`src/rtl/round_sequencer.sv`:
```
// round_sequencer: best-of-N match controller (countdown, timed play, scoring, winner).
// Define ROUND_SEQ_PAUSE_EN to add the pause_toggle input and the PAUSED state.
module round_sequencer #(
    parameter int SEC_DIV    = 65_000_000,
    parameter int TICK_DIV   = 1_300_000,
    parameter int COUNTDOWN  = 3,
    parameter int WIN_ROUNDS = 3
) (
    input  logic                              clk,
    input  logic                              rst,
    input  logic                              start_req,
    input  logic                              restart_req,
    input  logic                              p1_collision,
    input  logic                              p2_collision,
`ifdef ROUND_SEQ_PAUSE_EN
    input  logic                              pause_toggle,
`endif
    output logic [2:0]                        state,
    output logic [$clog2(COUNTDOWN+1)-1:0]    countdown,
    output logic                              move_tick,
    output logic                              round_reset,
    output logic [$clog2(WIN_ROUNDS+1)-1:0]   score1,
    output logic [$clog2(WIN_ROUNDS+1)-1:0]   score2,
    output logic [1:0]                        round_winner,
    output logic [1:0]                        match_winner
);
    localparam int CW   = $clog2(COUNTDOWN+1);
    localparam int SW   = $clog2(WIN_ROUNDS+1);
    localparam int SECW = $clog2(SEC_DIV+1);
    localparam int TW   = $clog2(TICK_DIV);
    localparam logic [2:0] IDLE = 3'd0, CNTDN = 3'd1, PLAY = 3'd2, RND_END = 3'd3, MATCH = 3'd4;
`ifdef ROUND_SEQ_PAUSE_EN
    localparam logic [2:0] PAUSED = 3'd5;
`endif

    logic [2:0]      cur, nxt;
    logic [SECW-1:0] sec_cnt;
    logic [TW-1:0]   tick_cnt;
    logic            sec_end, tick_last, hit, score_done;

    assign sec_end    = sec_cnt == SECW'(SEC_DIV-1);
    assign tick_last  = tick_cnt == TW'(TICK_DIV-1);
    assign hit        = cur == PLAY && nxt == RND_END;
    assign score_done = score1 == SW'(WIN_ROUNDS) || score2 == SW'(WIN_ROUNDS);

    always_ff @(posedge clk or negedge rst) begin
        if (!rst) cur <= IDLE;
        else      cur <= nxt;
    end

    always_comb begin
        nxt = cur;
        if (restart_req) nxt = IDLE;
        else
            case (cur)
                IDLE:    nxt = start_req ? CNTDN : IDLE;
                CNTDN:   nxt = sec_end && countdown == CW'(1) ? PLAY : CNTDN;
`ifdef ROUND_SEQ_PAUSE_EN
                PLAY:    nxt = p1_collision || p2_collision ? RND_END : pause_toggle ? PAUSED : PLAY;
                PAUSED:  nxt = pause_toggle ? PLAY : PAUSED;
`else
                PLAY:    nxt = p1_collision || p2_collision ? RND_END : PLAY;
`endif
                RND_END: nxt = !sec_end ? RND_END : score_done ? MATCH : CNTDN;
                MATCH:   nxt = MATCH;
                default: nxt = IDLE;
            endcase
    end

    // Shared second counter runs only in COUNTDOWN and ROUND_END, restarting on every state change.
    always_ff @(posedge clk or negedge rst) begin
        if (!rst) begin
            sec_cnt      <= '0;
            tick_cnt     <= '0;
            countdown    <= '0;
            round_reset  <= 1'b0;
            score1       <= '0;
            score2       <= '0;
            round_winner <= 2'b00;
            match_winner <= 2'b00;
        end else begin
            sec_cnt      <= cur != nxt || sec_end || (cur != CNTDN && cur != RND_END) ? '0 : sec_cnt + SECW'(1);
`ifdef ROUND_SEQ_PAUSE_EN
            tick_cnt     <= cur == PLAY && (nxt == PLAY || nxt == PAUSED) ? (tick_last ? '0 : tick_cnt + TW'(1)) :
                            cur == PAUSED && nxt != IDLE ? tick_cnt : '0;
`else
            tick_cnt     <= cur == PLAY && nxt == PLAY ? (tick_last ? '0 : tick_cnt + TW'(1)) : '0;
`endif
            countdown    <= nxt != CNTDN ? '0 : cur != CNTDN ? CW'(COUNTDOWN) : sec_end ? countdown - CW'(1) : countdown;
            round_reset  <= nxt == CNTDN && cur != CNTDN;
            score1       <= nxt == IDLE ? '0 : hit && p2_collision && !p1_collision && score1 != SW'(WIN_ROUNDS) ? score1 + SW'(1) : score1;
            score2       <= nxt == IDLE ? '0 : hit && p1_collision && !p2_collision && score2 != SW'(WIN_ROUNDS) ? score2 + SW'(1) : score2;
            round_winner <= nxt == IDLE || (cur == RND_END && nxt == CNTDN) ? 2'b00 : hit ? {p1_collision, p2_collision} : round_winner;
            match_winner <= nxt == IDLE ? 2'b00 : cur == RND_END && nxt == MATCH ? (score1 == SW'(WIN_ROUNDS) ? 2'b01 : 2'b10) : match_winner;
        end
    end

    always_comb begin
        state     = cur;
        move_tick = cur == PLAY && tick_last;
    end
endmodule

```
`config.mk`:
```
export PLATFORM = sky130hd
export DESIGN_NAME = round_sequencer
export DESIGN_NICKNAME = d
export VERILOG_FILES = /design/src/rtl/round_sequencer.sv
export SDC_FILE = /design/constraint.sdc
export NUM_CORES = 1
export LEC_CHECK = 0
export ABC_AREA = 1
export CAP_MARGIN = 20
export CORE_UTILIZATION = 38
export DETAILED_ROUTE_END_ITERATION = 16
export GPL_TIMING_DRIVEN = 0
export SLEW_MARGIN = 40
export SYNTH_ARGS = -nofsm -noshare
export SYNTH_HDL_FRONTEND = slang
export SYNTH_SLANG_ARGS = --single-unit
```
`constraint.sdc`:
```
create_clock -name clk -period 1.9 [get_ports clk]
set_clock_uncertainty 0.15 [all_clocks]
set_input_delay 0.285 -clock clk [delete_from_list [all_inputs] [get_ports clk]]
set_output_delay 0.285 -clock clk [all_outputs]
set_load 0.03 [all_outputs]
```
Word-level counts from Yosys, hierarchy flattened
Cells that the tools add are included.
Widths: inputs -> output; s select.
- bits in registers: 61
- input bits: 6
- output and inout bits: 15
- word-level logic and storage cells: 83
- $add $sub $neg: 5
- equal/unequal tests: 19
- muxes and demuxes: 22
- reductions and logical operators: 28
- operators by type and width (operator ; number):
    $mux 21 ; 2
    $add 26x1->26 const B ; 1
    $eq 26x26->1 const B ; 1
    $mux 2 ; 13
    $mux 26 ; 1
    $add 21x1->21 const B ; 1
    $eq 21x21->1 const B ; 1
    $pmux 3 s5 ; 1
    $logic_and 1x1->1 ; 14
    $eq 3x2->1 const B ; 4
    $mux 3 ; 3
    $reduce_bool 2->1 ; 4
    $eq 3x1->1 const B ; 2
    $eq 3x3->1 const B ; 2
    $logic_not 3->1 ; 2
    $ne 3x1->1 const B ; 2
    $logic_or 1x1->1 ; 5
    $add 2x1->2 const B ; 2
    $eq 2x2->1 const B ; 2
    $ne 2x2->1 const B ; 2
    $ne 3x2->1 const B ; 1
    $ne 3x3->1 ; 1
    $reduce_bool 3->1 ; 1
    $eq 2x1->1 const B ; 1
    other kinds (3) ; 5

Longest topological paths before layout
Gate-level depths: netlist of run 1.
- depth in word-level cells: 13
- mapped depth: 15
- gate-level depth less buffers: 14

Worst setup path after synthesis of run 1
OpenSTA, ideal clock, no wires.
- path type: register to register
- start point: reg score1[0]
- end point: reg sec_cnt[11]
- arrival: 1.820 ns
- required time: 1.682 ns
- setup slack: -0.137 ns
- stages on the path, launching flop included: 11
- path buffers: 1
- period minus slack after synthesis: 2.037 ns
- cell sequence: dfrtp_1 ha_1 or2_2 nand3_1 nand2_1 nand3_4 nand2_2 inv_2 nand2_8 buf_12 nor2_4
- longest elaborated chain between the ends: 10
- ends and longest elaborated chain (what ; line ; RTL):
    from (decl) ; 22 ; output logic [$clog2(WIN_ROUNDS+1)-1:0] score1,
    from (signal assigned) ; 91 ; score1 <= nxt == IDLE ? '0 : hit && p2_collision && !p1_collision && score1 != SW'(WIN_ROUNDS) ? score1 + SW'( ...
    $eq 2x2->1 ; 44 ; assign score_done = score1 == SW'(WIN_ROUNDS) || score2 == SW'(WIN_ROUNDS);
    $logic_or 1x1->1 ; 44 ;
    $mux 3 (2 in series) ; 64 ; RND_END: nxt = !sec_end ? RND_END : score_done ? MATCH : CNTDN;
    $pmux 3 s5 ; 55 ; case (cur)
    $mux 3 ; 53 ; if (restart_req) nxt = IDLE;
    net nxt[0] ; 36 ; logic [2:0] cur, nxt;
    $ne 3x3->1 ; 82 ; sec_cnt <= cur != nxt || sec_end || (cur != CNTDN && cur != RND_END) ? '0 : sec_cnt + SECW'(1);
    $logic_or 1x1->1 (2 in series) ; 82 ;
    $mux 26 ; 82 ;
    to (signal assigned) ; 82 ;
    to (decl) ; 37 ; logic [SECW-1:0] sec_cnt;
The timed path passes the listed nets, and every way through them passes these cells.
A chain may end at the register's enable or synchronous reset.

Worst setup path after layout of run 1
- start point: reg tick_cnt[0]
- end point: out move_tick
- longest elaborated chain between the ends: 2
- ends and longest elaborated chain (what ; line ; RTL):
    from (decl) ; 38 ; logic [TW-1:0] tick_cnt;
    from (signal assigned) ; 87 ; tick_cnt <= cur == PLAY && nxt == PLAY ? (tick_last ? '0 : tick_cnt + TW'(1)) : '0;
    $eq 21x21->1 ; 42 ; assign tick_last = tick_cnt == TW'(TICK_DIV-1);
    $logic_and 1x1->1 ; 100 ; move_tick = cur == PLAY && tick_last;
    to (decl) ; 20 ; output logic move_tick,
No other way between the ends.

==> flow_summary.yaml, run 1 <==
logic_synthesis:
  synth-adder-area-share_pct: 1.74
  yosys.area_share.simple_pct: 39.9
  synthMuxAreaShare_pct: 0
  synthXorXnorAreaFrac_pct: 6.82
  synth_top_family_by_area: "simple AND/OR/NAND/NOR gates"
  syn_area_um2: 3600
  seq_area_frac_synth_pct: 42.4
  synth_edf_count: 0
  post_synth_num_cell_types: 30
  ys_ff_latch: 61
  synth_compound_area_share_pct: 1.77
  synth.top_cells.by_count: "75 x nand2_1, 61 x dfrtp_1, 57 x nor2_1"
  syn_inst: 422
  syn_avg_cell_area_um2: 8.52
  synth_top_area_cell: "dfrtp_1"
  yosys_most_used_dff: "dfrtp_1"
  synth_nets: 433
  synth_most_common_cell: "nand2_1"
  ys_warn_count: 0
  netlist.area_leader.share_pct: 42.4
  ys_top_cells_by_area: "dfrtp_1 42%, nand2_1 7.8%, nor2_4 7.5%, nor2_1 5.9%, xor2_1 5.4%"
  synthArstFlopShare_pct: 100
sta:
  rsz0062_at_grt: "true"
  tightest_slew_ns: 0.403
  setup_viol: 48
  min_period_ns: 2.11
  slew_headroom_pct: 72.9
  final_max_slew_viol_count: 0
  clock.fmax_mhz: 474
  period_share_pct: 111
  finalWorstSetupSlack_ns: -0.209
  hold_violations: 0
place:
  post-place-cells: 554
  place_hpwl_um: 5200
  portBuffers: 20
  place_congestion: 0.798
clock_tree:
  clockBufferDepth: 2
  clk_latency_ns: 0.34
  cts.sinks: 61
  cts_max_level: 3
  path_clk_slew_ns: 0.07
  cts_buffers: 9
  cts_tree: "done"
  clockRootBuffer: "clkbuf_8"
power_and_ir_drop:
  clockPowerShare_pct: 43.2
  ir_worst_vdd_mv: 0.311
  comb_power_share_pct: 7.9
  p_leak_uw: 0.00202
  p_switching_uw: 658
  swShare_pct: 24.5
  p_seq_share_pct: 48.9
  p_int_uw: 2030
  power_uw: 2690
  powerDensity_nw_per_um2: 545
routing:
  post_drt_wl_per_cell_um: 13.1
  firstDrtPassIters: 10
  num_vias: 3015
  drc_errors: 2
  ant_nets: 0
  totalWireLength_um: 8050
  drt-initial-drc-count: 167
  viasPerCell: 4.91
critical_path:
  critPathTopFamily: "simple AND/OR/NAND/NOR gates"
  cp.arrival_ns: 1.67
  critPathKind: "reg -> out"
  worstPathBufferInverterCount: 2
  cpPeakStageDelay_ns: 0.37
  cp_max_fo: 2
  crit_chain: "ha_2 -> nand2_2 -> nor2_4 -> inv_2 -> nor2_4 -> nand4_1 -> nor2_2 -> buf_6"
  crit_slowest_cell: "dfrtp_1"
  crit_required_ns: 1.46
  r2r_slack_ns: -0.15
  cp-end-kind: "output pin"
  crit_path_frequent_cell: "nor2_4"
  start_kind: "flip-flop"
global_route:
  grt_util_met2_pct: 29.0
  met1_usage_pct: 21.7
  grt_pass1_wl_um: 13300
  grt_overflow: 0
  gr-max-usage-layer: "met2"
  grt_use_total_pct: 17.1
  grt_util_met3_pct: 3.37
  grt_pass1_vias: 2995
  grt_max_degree: 42
  antenna_found_initial: 0
cells_and_area:
  fin_util_pct: 53.7
  antenna_cells: 0
  fin_cells: 614
  areaGrowthSynthToFinish_pct: 37.2
  nets: 509
  fill_cells: 836
  drive_gt1_share_pct: 41.4
die:
  num_rows: 35
  start_util_pct: 39.1
  die_w_um: 99.3
  fp.dieH_um: 99.3
  die-area_um2: 9860
  boundaryPins: 21
  core_um2: 9200
worst_hold_path:
  hold_path_class: "in -> async"
run_status:
  violations: "design-rule violations, negative setup slack"
  status: "finished, violations left"
flow_run:
  drv_cap: 0
routing by layer:
layer  part of all wire [%]  vias up
li1                       -     1500
met5                      0        -
met2                     50       29
met1                     46     1476
met4                    1.3        0
met3                    2.3       10
per-stage QoR:
stage / worst slack, ns / setup TNS (ns) / hold WS, ns / area [um^2]
3_5_place_dp: -0.788 / -12.42 / 0.0461 / 4010
3_3_place_gp: -1.92 / -115.65 / 0.300 / 4000
2_1_floorplan: 0.0146 / 0 / -0.161 / 3660
4_1_cts: -0.270 / -2.86 / 0.219 / 4660
5_1_grt: -0.289 / -8.67 / 0.244 / 4930
6_report: -0.209 / -3.49 / 0.222 / 4930
cells by family (layout without fill, tap and decap cells):
kind of cell / Yosys count / in the layout
and+or+nand+nor: 257 / 257
DFF: 61 / 61
buffers and inverters: 59 / 140
xor gates and xnor gates: 28 / 28
AOI/OAI and AO/OA: 12 / 12
adders and majority gates: 5 / 5
power by group through the flow:
stage               sequential [uW]  clock, uW  combinational [uW]
finish                         1310       1160                 211
floorplan                      1350          0                74.7
detailed placement             1340          0                 161
global placement               1340          0                 155
global route                   1310       1240                 230
CTS                            1310       1190                 208
cells in the final DEF (no fill, tap or decap), types with 2 or more instances in the layout:
cell             Yosys  final
a21oi_1              5      4
a31oi_1              3      2
buf_12               2      6
buf_4                0     36
buf_6                1      5
clkbuf_1             0      2
clkbuf_8             0     10
clkdlybuf4s50_1      0     14
clkinv_2             1      3
dfrtp_1             61     52
dfrtp_2              0      9
dlymetal6s2s_1       0      3
ha_2                 0      2
ha_4                 0      2
inv_1               46     40
inv_2                9     14
nand2_1             75     61
nand2_2             11     20
nand2_4              0      5
nand3_1             22     14
nand3_2              7     12
nand3_4              1      4
nand3b_1             2      2
nand4_1             13     13
nor2_1              57     37
nor2_2               5     12
nor2_4              24     37
nor3_1              13     10
nor3_2               6      9
nor3b_2              0      4
nor4_1               9      8
o21ai_0              4      2
o21ai_1              0      2
or2_2                3      2
xnor2_1              6      6
xor2_1              22     18
xor2_2               0      4
flip-flops by register name (all words and copies together), names as in the netlist:
signal	cells
tick_cnt	21
round_winner	2
score2	2
score1	2
match_winner	2
round_reset	1
sec_cnt	26
countdown	2
state	3
cell type report:
class / count / area, um^2 / share of cell area [%]
plain buffers: 3 / 51.3 / 1.04
clock buffers: 12 / 145 / 2.94
clock inverters: 4 / 47.5 / 0.963
inverters: 56 / 216 / 4.39
multi-input cells: 302 / 2160 / 43.8
flip-flops and latches: 61 / 1540 / 31.2
well taps: 111 / 139 / 2.81
repair buffers: 65 / 634 / 12.9
worst paths after layout:
check                                            start                          end  depth (start not counted)
max                              tick_cnt[0]$_DFF_PN0_                    move_tick                          8
min                                                rst       tick_cnt[17]$_DFF_PN0_                          2
max reg2reg                       sec_cnt[0]$_DFF_PN0_        sec_cnt[11]$_DFF_PN0_                         14
min reg2reg                match_winner[0]$_DFFE_PN0P_  match_winner[0]$_DFFE_PN0P_                          2
max in group asynchronous                          rst        sec_cnt[18]$_DFF_PN0_                          3
min in group clk           match_winner[0]$_DFFE_PN0P_  match_winner[0]$_DFFE_PN0P_                          2
what timing repair did:
| action | 4_1_cts | 5_1_grt |
|---|---|---|
| pin swaps | 20 | 22 |
| buffers inserted | 26 | 16 |
| endpoints found under the setup margin | 54 | 62 |
| endpoints found under the hold margin | 20 | 0 |
| cloned | 2 | 0 |
| hold buffers | 1 | 0 |
| resized for setup | 51 | 53 |
(Power assumes the default switching activity.)
==> inputs of run 2 (changes only) <==
CORE_MARGIN = 4   (was unset)
PLACE_DENSITY = 0.63   (was unset)
clock period = 2.7 ns   (was 1.9 ns; I/O delays follow)
==> flow_summary.yaml, run 2 (synthesized netlist as in run 1, its figures left out) <==
routing:
  firstDrtPassIters: 4
  drc_errors: 0
  drt-initial-drc-count: 126
  viasPerCell: 4.71
  totalWireLength_um: 6930
  post_drt_wl_per_cell_um: 11.8
  ant_nets: 0
  num_vias: 2772
die:
  num_rows: 35
  core_um2: 9240
  fp.dieH_um: 105
  die_w_um: 105
  start_util_pct: 38.9
  die-area_um2: 11100
  boundaryPins: 21
critical_path:
  cp.arrival_ns: 1.87
  critPathKind: "reg -> out"
  crit_required_ns: 2.14
  cp_max_fo: 4
  cp-end-kind: "output pin"
  start_kind: "flip-flop"
power_and_ir_drop:
  ir_worst_vdd_mv: 0.244
  p_leak_uw: 0.00168
  powerDensity_nw_per_um2: 432
cells_and_area:
  multiInputGateArea_um2: 1810
  antenna_cells: 0
  fill_cells: 901
  largest_reg_flops: 26
  nets: 466
  seq_area_um2: 1530
  drive_gt1_share_pct: 19.0
  layout_common_cells: "75 x nand2_1, 61 x dfrtp_1, 55 x nor2_1, 46 x inv_1, 24 x nor2_4"
  final_cell_area_um2: 4160
  layout_commonest_cell: "nand2_1"
  fin_cells: 588
  areaGrowthSynthToFinish_pct: 15.7
  largest_register: "sec_cnt"
clock_tree:
  clk_latency_ns: 0.33
  clockRootBuffer: "clkbuf_8"
  cts_buffers: 9
  cts_max_level: 3
  cts.sinks: 61
  clockBufferDepth: 2
  cts_setup_buffers: 0
  cts_tree: "done"
  path_clk_slew_ns: 0.07
run_status:
  status: "finished clean"
sta:
  rsz0062_at_grt: "false"
  min_period_ns: 2.43
  hold_violations: 0
  final_max_slew_viol_count: 0
  clock.fmax_mhz: 412
  slew_headroom_pct: 68.4
  period_share_pct: 89.8
  whs_ns: 0.308
  setup_viol: 0
  tightest_slew_ns: 0.472
global_route:
  antenna_found_initial: 0
  grt_pass1_wl_um: 12600
  grt_use_total_pct: 13.7
  grt_overflow: 0
  grt_max_degree: 33
  grt_pass1_vias: 2857
place:
  place_congestion: 0.825
  portBuffers: 20
  placed_area_um2: 3980
  place_hpwl_um: 5240
  post-place-cells: 572
worst_hold_path:
  hold_path_class: "reg -> reg"
flow_run:
  drv_cap: 0
[run 2: critical path: stages (launching register included)]
cell	delay, ns
dfrtp_1	0.37
ha_1	0.17
nand2_1	0.08
nor2_2	0.16
inv_1	0.09
nor2_2	0.17
nand4_1	0.17
nor2_1	0.13
buf_2	0.21
[run 2: final timing paths]
check,endpoint,start,slack (ns),depth (start not counted)
max in group asynchronous,match_winner[1]$_DFFE_PN0P_,rst,1.49,3
setup reg to reg,sec_cnt[22]$_DFF_PN0_,sec_cnt[0]$_DFF_PN0_,0.55,11
setup / recovery,move_tick,tick_cnt[0]$_DFF_PN0_,0.27,8
hold reg to reg,sec_cnt[0]$_DFF_PN0_,sec_cnt[0]$_DFF_PN0_,0.31,1
min in group asynchronous,tick_cnt[13]$_DFF_PN0_,rst,0.39,2
hold / removal,sec_cnt[0]$_DFF_PN0_,sec_cnt[0]$_DFF_PN0_,0.31,1
[run 2: stage by stage]
| stage | setup WS [ns] | utilization (%) | TNS, ns | power [uW] |
|---|---|---|---|---|
| finish | 0.274 | 45.0 | 0 | 1800 |
| CTS | 0.0431 | 45.1 | 0 | 1820 |
| global route | 0.0837 | 45.0 | 0 | 1870 |
| floorplan | 0.587 | - | 0 | 1000 |
| global placement | -1.05 | 42.8 | -63.76 | 1050 |
| detailed placement | -0.0539 | 43.0 | -0.0539 | 1050 |
[run 2: metal layers]
metal,global-route usage (%),wire length [um],vias up
met5,0,0,-
met4,5.34,116,0
met3,2.94,236,12
met2,23.1,3350,44
met1,17.2,3220,1302
li1,-,-,1414
[run 2: layout make-up]
| class | instances | share of cell area, % |
|---|---|---|
| well taps | 129 | 3.88 |
| plain buffers | 3 | 1.23 |
| flip-flops and latches | 61 | 36.7 |
| repair buffers | 22 | 5.35 |
| clock inverters | 2 | 0.842 |
| clock buffers | 13 | 3.34 |
| inverters | 56 | 5.08 |
| multi-input cells | 302 | 43.6 |
[run 2: where the power goes]
group / switching, uW / internal (uW) / total, uW
combinational: 73.7 / 36.7 / 110
sequential: 4.78 / 920 / 924
clock: 340 / 422 / 762
total: 418 / 1380 / 1800
[run 2: what timing repair did]
item                       CTS  global route
setup endpoints to repair    1             1
gates resized for setup      4             3
pin swaps                    0             0
hold buffers                 1             0
hold endpoints to repair    29             0
